==> src/rtl/dctq_rle_encoder.sv <==
// Ping-pong 8x8 coefficient buffer, zigzag rescan and (run, level) token emitter.
// Optional feature macro: DCTQ_RLE_ZRL_EN limits runs to 15 by inserting (15,0) ZRL tokens.
module dctq_rle_encoder #(
    parameter int COEF_W = 9,
    parameter int RUN_W  = 6
) (
    input  logic              clk,
    input  logic              reset,
    input  logic              dctq_valid,
    input  logic [COEF_W-1:0] dctq1,
    input  logic [5:0]        addr,
    output logic              hold,
    output logic              rle_valid,
    input  logic              rle_ready,
    output logic [RUN_W-1:0]  rle_run,
    output logic [COEF_W-1:0] rle_level,
    output logic              rle_last,
    output logic              overflow
);

    // Token stream: a token is transferred on any rising edge where rle_valid && rle_ready;
    // while rle_valid && !rle_ready the token fields are held and the scan does not advance.

    typedef enum logic [2:0] {
        S_IDLE,
        S_SCAN,
`ifdef DCTQ_RLE_ZRL_EN
        S_ZRL,
`endif
        S_EOB,
        S_DONE
    } state_t;

    localparam logic [5:0] ZZ [64] = '{
        6'd0,  6'd1,  6'd8,  6'd16, 6'd9,  6'd2,  6'd3,  6'd10,
        6'd17, 6'd24, 6'd32, 6'd25, 6'd18, 6'd11, 6'd4,  6'd5,
        6'd12, 6'd19, 6'd26, 6'd33, 6'd40, 6'd48, 6'd41, 6'd34,
        6'd27, 6'd20, 6'd13, 6'd6,  6'd7,  6'd14, 6'd21, 6'd28,
        6'd35, 6'd42, 6'd49, 6'd56, 6'd57, 6'd50, 6'd43, 6'd36,
        6'd29, 6'd22, 6'd15, 6'd23, 6'd30, 6'd37, 6'd44, 6'd51,
        6'd58, 6'd59, 6'd52, 6'd45, 6'd38, 6'd31, 6'd39, 6'd46,
        6'd53, 6'd60, 6'd61, 6'd54, 6'd47, 6'd55, 6'd62, 6'd63
    };

    logic [COEF_W-1:0] mem [0:127];
    logic [1:0]        full;
    logic              wr_bank;
    logic              rd_bank;
    logic [5:0]        k;
    logic [RUN_W-1:0]  run;
    state_t            state;
    logic              wr_en;
    logic              can_load;
    logic [COEF_W-1:0] coef;

    assign hold     = full[wr_bank];
    assign wr_en    = dctq_valid && !hold;
    assign can_load = !rle_valid || rle_ready;
    assign coef     = mem[{rd_bank, ZZ[k]}];

    // Buffer contents need no reset: a bank is only read after its full flag is set.
    always_ff @(posedge clk) begin
        if (wr_en) begin
            mem[{wr_bank, addr}] <= dctq1;
        end
    end

    // Full flags are shared by writer (set) and reader (clear); they never target the same bank.
    always_ff @(posedge clk) begin
        if (reset) begin
            full     <= 2'b00;
            wr_bank  <= 1'b0;
            overflow <= 1'b0;
        end else begin
            if (state == S_DONE) begin
                full[rd_bank] <= 1'b0;
            end
            if (wr_en && addr == 6'd63) begin
                full[wr_bank] <= 1'b1;
                wr_bank       <= ~wr_bank;
            end
            if (dctq_valid && hold) begin
                overflow <= 1'b1;
            end
        end
    end

    always_ff @(posedge clk) begin
        if (reset) begin
            state     <= S_IDLE;
            rd_bank   <= 1'b0;
            k         <= 6'd0;
            run       <= '0;
            rle_valid <= 1'b0;
            rle_run   <= '0;
            rle_level <= '0;
            rle_last  <= 1'b0;
        end else begin
            if (rle_valid && rle_ready) begin
                rle_valid <= 1'b0;
            end
            case (state)
                S_IDLE: begin
                    if (full[rd_bank]) begin
                        state <= S_SCAN;
                        k     <= 6'd0;
                        run   <= '0;
                    end
                end
                S_SCAN: begin
                    if (can_load) begin
                        if (k == 6'd0) begin
                            rle_valid <= 1'b1;
                            rle_run   <= '0;
                            rle_level <= coef;
                            rle_last  <= 1'b0;
                            k         <= k + 6'd1;
                        end
`ifdef DCTQ_RLE_ZRL_EN
                        else if (coef != '0 && run >= RUN_W'(16)) begin
                            state <= S_ZRL;
                        end
`endif
                        else if (coef != '0) begin
                            rle_valid <= 1'b1;
                            rle_run   <= run;
                            rle_level <= coef;
                            rle_last  <= (k == 6'd63);
                            run       <= '0;
                            if (k == 6'd63) begin
                                state <= S_DONE;
                            end else begin
                                k <= k + 6'd1;
                            end
                        end else if (k == 6'd63) begin
                            state <= S_EOB;
                        end else begin
                            run <= run + RUN_W'(1);
                            k   <= k + 6'd1;
                        end
                    end
                end
`ifdef DCTQ_RLE_ZRL_EN
                // k stays on the pending nonzero; SCAN re-reads it once run drops below 16.
                S_ZRL: begin
                    if (can_load) begin
                        rle_valid <= 1'b1;
                        rle_run   <= RUN_W'(15);
                        rle_level <= '0;
                        rle_last  <= 1'b0;
                        run       <= run - RUN_W'(16);
                        if (run < RUN_W'(32)) begin
                            state <= S_SCAN;
                        end
                    end
                end
`endif
                S_EOB: begin
                    if (can_load) begin
                        rle_valid <= 1'b1;
                        rle_run   <= '0;
                        rle_level <= '0;
                        rle_last  <= 1'b1;
                        state     <= S_DONE;
                    end
                end
                S_DONE: begin
                    rd_bank <= ~rd_bank;
                    if (full[~rd_bank]) begin
                        state <= S_SCAN;
                        k     <= 6'd0;
                        run   <= '0;
                    end else begin
                        state <= S_IDLE;
                    end
                end
                default: state <= S_IDLE;
            endcase
        end
    end

endmodule

==> config.mk <==
export PLATFORM = sky130hd
export DESIGN_NAME = dctq_rle_encoder
export DESIGN_NICKNAME = d
export VERILOG_FILES = /design/src/rtl/dctq_rle_encoder.sv
export SDC_FILE = /design/constraint.sdc
export NUM_CORES = 1
export LEC_CHECK = 0
export BUFFER_PORTS_ARGS = -buffer_cell sky130_fd_sc_hd__buf_4
export CAP_MARGIN = 0
export CORE_AREA = 3 3 446 448
export DETAILED_ROUTE_END_ITERATION = 7
export DIE_AREA = 0 0 449 451
export SKIP_LAST_GASP = 1
export SYNTH_ARGS = -nofsm -noshare
export SYNTH_HDL_FRONTEND = slang
export SYNTH_SLANG_ARGS = --single-unit
==> constraint.sdc <==
create_clock -name clk -period 4.74 [get_ports clk]
set_clock_uncertainty 0.1 [all_clocks]
set_input_delay 1.422 -clock clk [delete_from_list [all_inputs] [get_ports clk]]
set_output_delay 1.422 -clock clk [all_outputs]
set_load 0.05 [all_outputs]
======== After elaboration in Yosys (flattened, before gate mapping) ========
Memories as Yosys holds them, arrays and structs flattened.
Index checks and enable logic that the tools add are counted.
word-level totals
  bits in writable memories ............... 1152
  bits of input ports ..................... 19
  word-level logic and storage cells ...... 117
  register bits ........................... 37
  memories kept ........................... 2
  bits in read-only memories .............. 384
cells by class
  eq/ne operators ......................... 14
  $add $sub $neg .......................... 2
  magnitude comparators ................... 6
  muxes and demuxes ....................... 58
  bitwise logic cells ..................... 6
  reduce and logical (&&, ||, !) cells .... 18
memory list
  memory           words  bits a word  rd ports  clocked after Yosys merged registers in  write ports  RTL line  text
  mem              128    9            1         0                                        1            45        logic [COEF_W-1:0] mem [0:127];
  (no name shown)  64     6            1         0                                        0            59        assign coef = mem[{rd_bank, ZZ[k]}];
operator list
  cell                                                                    count
  6-bit 2-to-1 mux                                                        15
  9-bit 2-to-1 mux                                                        4
  6-bit one-hot mux with 3 select lines                                   2
  3-bit 2-to-1 mux                                                        7
  1-bit 2-to-1 mux                                                        20
  9-bit one-hot mux with 2 select lines                                   1
  6-bit by 1-bit adder with 6-bit output (second input constant)          2
  6-bit equality test (second input constant)                             2
  3-bit one-hot mux with 4 select lines                                   1
  6-bit one-hot mux with 2 select lines                                   1
  2-bit != test (second input constant)                                   5
  5-bit AND reduction                                                     2
  3-bit != test (second input constant)                                   3
  9-bit nonzero test                                                      1
  7-bit greater-or-equal comparator (second input constant)               1
  6-bit NOT with 7-bit output                                             1
  3-bit by 2-bit equality test with 1-bit output (second input constant)  2
  1-bit logical AND                                                       6
  6-bit zero test                                                         1
  1-bit by 2-bit < comparator with 1-bit output (second input constant)   3
  2-bit 2-to-1 mux                                                        3
  6-bit AND reduction                                                     1
  1-bit one-hot mux with 2 select lines                                   2
  4-bit AND reduction                                                     1
  13 further kinds                                                        17

======== Longest topological paths before layout ========
  depth in word-level cells ............... 10
  depth in mapped cells ................... 24

======== Worst setup path after synthesis ========
No wires, ideal clock.
  path type ............................... reg2reg
  start ................................... reg k[0]
  end ..................................... reg rle_level[5]
  setup time .............................. 0.127 ns
  cell stages (with the launch flop) ...... 20
  period minus slack after synthesis ...... 4.426 ns
  required time ........................... 4.513 ns
  data arrival time ....................... 4.200 ns
  slack ................................... 0.314 ns
  path through ............................ dfxtp_1 > inv_1 > ha_1 > nor2b_1 > a2111o_1 > a31o_2 > a221o_1 > buf_6 > buf_2 > buf_2 > a211oi_1 > a31oi_1 > o211ai_1 > nand4_1 > nor4_2 > nand4_2 > buf_6 > o21a_1 > buf_6 > mux2i_1
between the ends
  cells in the longest elaborated chain, start to end .. 9
  elaborated cells on any way between the ends .. 13
  classes of those cells .................. 1 x eq/ne; 6 x mux; 1 x bitwise; 3 x reduce/logical; 2 x memory
RTL lines
  element                                                          RTL line  text
  start, declared                                                  49        logic [5:0] k;
  start signal, assigned                                           117       k <= k + 6'd1;
  start signal, assigned                                           133       k <= k + 6'd1;
  start signal, assigned                                           139       k <= k + 6'd1;
  branches (longest 9 deep; another with memory read 128 x 9 bit)  -
  end signal, assigned                                             115       rle_level <= coef;
  end signal, assigned                                             127       rle_level <= coef;
  end, declared                                                    16        output logic [COEF_W-1:0] rle_level,
Several ways; the timed one is not identified. The select of a mux whose other input is x is not followed.
A chain may end at the register's enable or synchronous reset.

======== Worst setup path in the final report ========
  start ................................... reg k[0]
  end ..................................... reg run[2]
between the ends
  cells in the longest elaborated chain, start to end .. 10
  elaborated cells on any way between the ends .. 15
  classes of those cells .................. 3 x eq/ne; 6 x mux; 1 x bitwise; 3 x reduce/logical; 2 x memory
RTL lines
  element                                               RTL line  text
  6-bit NOT with 7-bit output (not written as such)     59
  memory read 64 x 6 bit                                -
  6-bit 2-to-1 mux (not written as such) (2 in series)  59
  memory read 128 x 9 bit                               -
  9-bit nonzero test                                    124       else if (coef != '0) begin
  6-bit 2-to-1 mux                                      124
  6-bit 2-to-1 mux                                      112       if (k == 6'd0) begin
  6-bit 2-to-1 mux                                      111       if (can_load) begin
  6-bit one-hot mux with 3 select lines                 102       case (state)
  end signal, assigned                                  138       run <= run + RUN_W'(1);
  end, declared                                         50        logic [RUN_W-1:0] run;
Parallel ways exist; a longest one is shown, timed or not. The select of a mux whose other input is x is not followed.

==> impl_metrics.csv <==
group,metric,value,unit
grt,grt_pass1_wl,238,mm
clock_network,numCtsBuffers,116,
synthesis,synth-edff-count,1152,
clock_network,cts_tree,"done",
detailed_routing,vias_per_cell,4.95,
place,post-place-ws,-0.703,ns
synthesis,synthDistinctLibCells,88,
setup_path,cp_max_fo,19,
sta,drv_slew,0,
sta,fin_ws,-0.0356,ns
place,io_buffers,37,
setup_path,timing.rr.start,"k[0]$_SDFFE_PP0P_",
setup_path,crit_path_start_kind,"flop",
min_path,holdCritStartpoint,"rle_last$_SDFFE_PP0P_",
power_and_ir_drop,switching_share,0.218,
power_and_ir_drop,power.switching,4.72,mW
sta,period_needed,4.78,ns
setup_path,crit_path_end_kind,"flop",
power_and_ir_drop,irDropWorstVdd,0.000295,V
setup_path,arrival,5.36,ns
floorplan,dieArea,202000,sq um
detailed_routing,drt-initial-drc-count,4749,
synthesis,dominantRegCellSynth,"edfxtp_1",
synthesis,syn_area,48800,sq um
power_and_ir_drop,fin_total_pwr,21.6,mW
cells_and_area,area_growth,26.8,%
clock_network,holdBufCountCts,0,
min_path,hold_path_depth,2,
min_path,hold_class,"reg -> reg",
setup_path,reg2regPathDepth,23,
power_and_ir_drop,cellPowerDensity,350,nW/um^2
floorplan,start_util,0.250,
sta,period_share,1.01,
sta,rsz0062_at_grt,"true",
clock_network,cts.sinks,1188,
cells_and_area,nets,4218,
cells_and_area,fin_util,0.317,
detailed_routing,drt_wl_total,168,mm
min_path,hold_end,"rle_last$_SDFFE_PP0P_",
clock_network,cts-root-buf,"clkbuf_16",
sta,setup_violations,6,
synthesis,syn_nets,3598,
floorplan,fp.dieH,451,um
clock_network,clk_latency,0.75,ns
power_and_ir_drop,p_int,16.9,mW
clock_network,clk_path_buf_depth,3,
synthesis,synth_area_per_cell,13.7,sq um
setup_path,path_class,"reg -> reg",
grt,antenna_found_initial,6,
status,status,"finished, violations left",
clock_network,h-tree-depth,3,
place,finalWeightedCongestion,0.927,
floorplan,die_w,449,um
setup_path,required,5.33,ns
status,violations,"setup timing",
synthesis,synth-seq-cells,1188,
cells_and_area,drive_above_1_share,0.251,
detailed_routing,drc,0,
grt,grt_max_degree,129,
power_and_ir_drop,clockPowerShare,0.416,
grt,grt_usage,0.159,
grt,overflow,0,
floorplan,core-area,195000,sq um
grt,grt_pass1_vias,32500,
run,maxCapViolations,0,
synthesis,yosys_warnings,0,
sta,max_freq,209,MHz
detailed_routing,antenna_left,0,
floorplan,rows,162,
place,dp_hpwl,109,mm
detailed_routing,vias,34100,
sta,slew_headroom,0.231,
sta,tightest_slew,1.15,ns
synthesis,synthCells,3559,
power_and_ir_drop,leakagePower,21.7,nW
synthesis,yosysSeqAreaShare,0.724,
setup_path,rrSetupSlack,-0.04,ns
clock_network,clk_pin_slew,0.06,ns
detailed_routing,drt-pass1-iter-count,6,
floorplan,ios,38,
setup_path,timing.rr.end,"run[2]$_SDFFE_PP0P_",
power_and_ir_drop,power.share.sequential,0.535,
synthesis,ys_async_sr_fraction,0,
power_and_ir_drop,pwr-share-comb,0.049,
sta,finalHoldViolCount,0,
detailed_routing,wl_per_cell,24.3,um
-- per-stage QoR --
step	std cells	cell area (sq um)	setup TNS, ns	hold WS [ns]
final	6901	61900	-0.0726	0.364
after global routing	6901	61900	-1.59	0.381
after CTS	6875	61300	0	0.366
after detailed placement	6601	56400	-14.97	0.354
after global placement	6601	56400	-18.65	0.356
after floorplan	3559	48800	0	0.386
-- power groups by stage --
stage | logic (mW) | registers, mW | clock network (mW)
5_1_grt | 1.12 | 11.6 | 9.51
2_1_floorplan | 0.415 | 11.9 | 0
3_3_place_gp | 0.973 | 11.8 | 0
6_report | 1.07 | 11.6 | 8.99
3_5_place_dp | 0.984 | 11.8 | 0
4_1_cts | 1.04 | 11.6 | 9.09
-- area by class of cell --
class,count,area (sq um)
diodes,3,7.51
clock buffers,143,3040
clock inverters,70,592
fillers,19300,133000
inverters,15,58.8
multi-input cells,2140,13000
flip-flops and latches,1188,35300
well taps,2624,3280
repair buffers,718,6620
-- registers in the layout, indices dropped and copies added (netlist names) --
register,flops
full,2
k,6
mem,1152
overflow,1
rd_bank,1
rle_last,1
rle_level,9
rle_run,6
rle_valid,1
run,6
state,2
wr_bank,1
-- layout by cell type, fill, tap and decap left out, types with 15 or more instances in the layout --
cell / n
edfxtp_1: 1152
nand2_1: 844
buf_4: 611
nand3_1: 358
nor2_1: 173
mux2i_1: 132
clkbuf_16: 121
buf_12: 63
a31oi_1: 59
a21oi_1: 50
and3_1: 44
a32oi_1: 37
mux4_2: 37
dfxtp_1: 34
o21ai_0: 27
clkinv_1: 27
clkinv_2: 27
clkbuf_1: 25
nand4_1: 22
buf_6: 22
a311oi_1: 15
-- cell usage after synthesis, types with 13 or more instances --
cell / count / area share
clkbuf_1: 40 / 0.0031
a32o_1: 15 / 0.0031
nand4_1: 22 / 0.0028
mux2i_1: 142 / 0.029
o21ai_0: 35 / 0.0036
nor3_1: 14 / 0.0014
edfxtp_1: 1152 / 0.71
buf_6: 28 / 0.0065
a311oi_1: 20 / 0.0036
a22oi_1: 14 / 0.0022
ha_1: 20 / 0.0051
and3_1: 47 / 0.0060
a31oi_1: 66 / 0.0085
a21oi_1: 58 / 0.0059
mux4_2: 37 / 0.017
nand2_1: 850 / 0.065
a32oi_1: 40 / 0.0072
nor2_1: 184 / 0.014
dfxtp_1: 36 / 0.015
buf_4: 42 / 0.0065
nand3_1: 366 / 0.038
nand2b_1: 13 / 0.0017
buf_2: 97 / 0.0099
-- worst max path at each step --
stage,end,slack (ns),start
6_report,run[2]$_SDFFE_PP0P_,-0.04,k[0]$_SDFFE_PP0P_
5_1_grt,run[2]$_SDFFE_PP0P_,-0.14,k[1]$_SDFFE_PP0P_
4_1_cts,run[0]$_SDFFE_PP0P_,0.001,k[0]$_SDFFE_PP0P_
3_5_place_dp,rle_level[7]$_SDFFE_PP0P_,-0.70,k[0]$_SDFFE_PP0P_
3_3_place_gp,rle_level[0]$_SDFFE_PP0P_,-0.85,k[0]$_SDFFE_PP0P_
2_1_floorplan,rle_level[5]$_SDFFE_PP0P_,0.31,k[0]$_SDFFE_PP0P_
-- layer usage --
metal	share of wire	up-vias	global-route usage
li1	-	14600	-
met1	0.41	17300	0.220
met2	0.45	1924	0.246
met3	0.10	344	0.0335
met4	0.042	4	0.0591
met5	0.00020	-	0
-- cell families (layout without fill, tap and decap cells) --
logic type / Yosys count / count (layout) / synth area share
AND/OR/NAND/NOR: 1564 / 1564 / 0.140
flip-flops: 1188 / 1188 / 0.724
AO/OA/AOI/OAI: 366 / 366 / 0.0551
buffers and inverters: 231 / 946 / 0.0278
multiplexers: 185 / 185 / 0.0476
adder cells (fa/ha/maj): 20 / 20 / 0.00513
XOR/XNOR: 5 / 5 / 0.000897
other: 0 / 3 / 0
-- worst max-delay path, cell delays in order (launching register included) --
cell and delay (ns):
dfxtp_2 0.36, inv_4 0.05, buf_6 0.12, buf_8 0.13, ha_4 0.16, or3b_4 0.40, a21oi_4 0.16, buf_6 0.12
a22oi_2 0.06, buf_4 0.17, buf_12 0.15, buf_12 0.17, buf_4 0.16, nor2_1 0.12, a32oi_2 0.19, a31o_1 0.25
o32ai_2 0.25, buf_4 0.19, a211oi_2 0.06, nor4b_4 0.42, nand4_4 0.21, buf_8 0.19, nor4_4 0.34, a31o_2 0.20
-- what timing repair did --
action                                  4_1_cts  5_1_grt
setup buffers                                57       21
pin swaps                                    32       35
gates resized for setup                     123       88
endpoints found under the setup margin       24       24
gates cloned                                  6        3
Note: power is estimated with default switching activity, not from simulation.
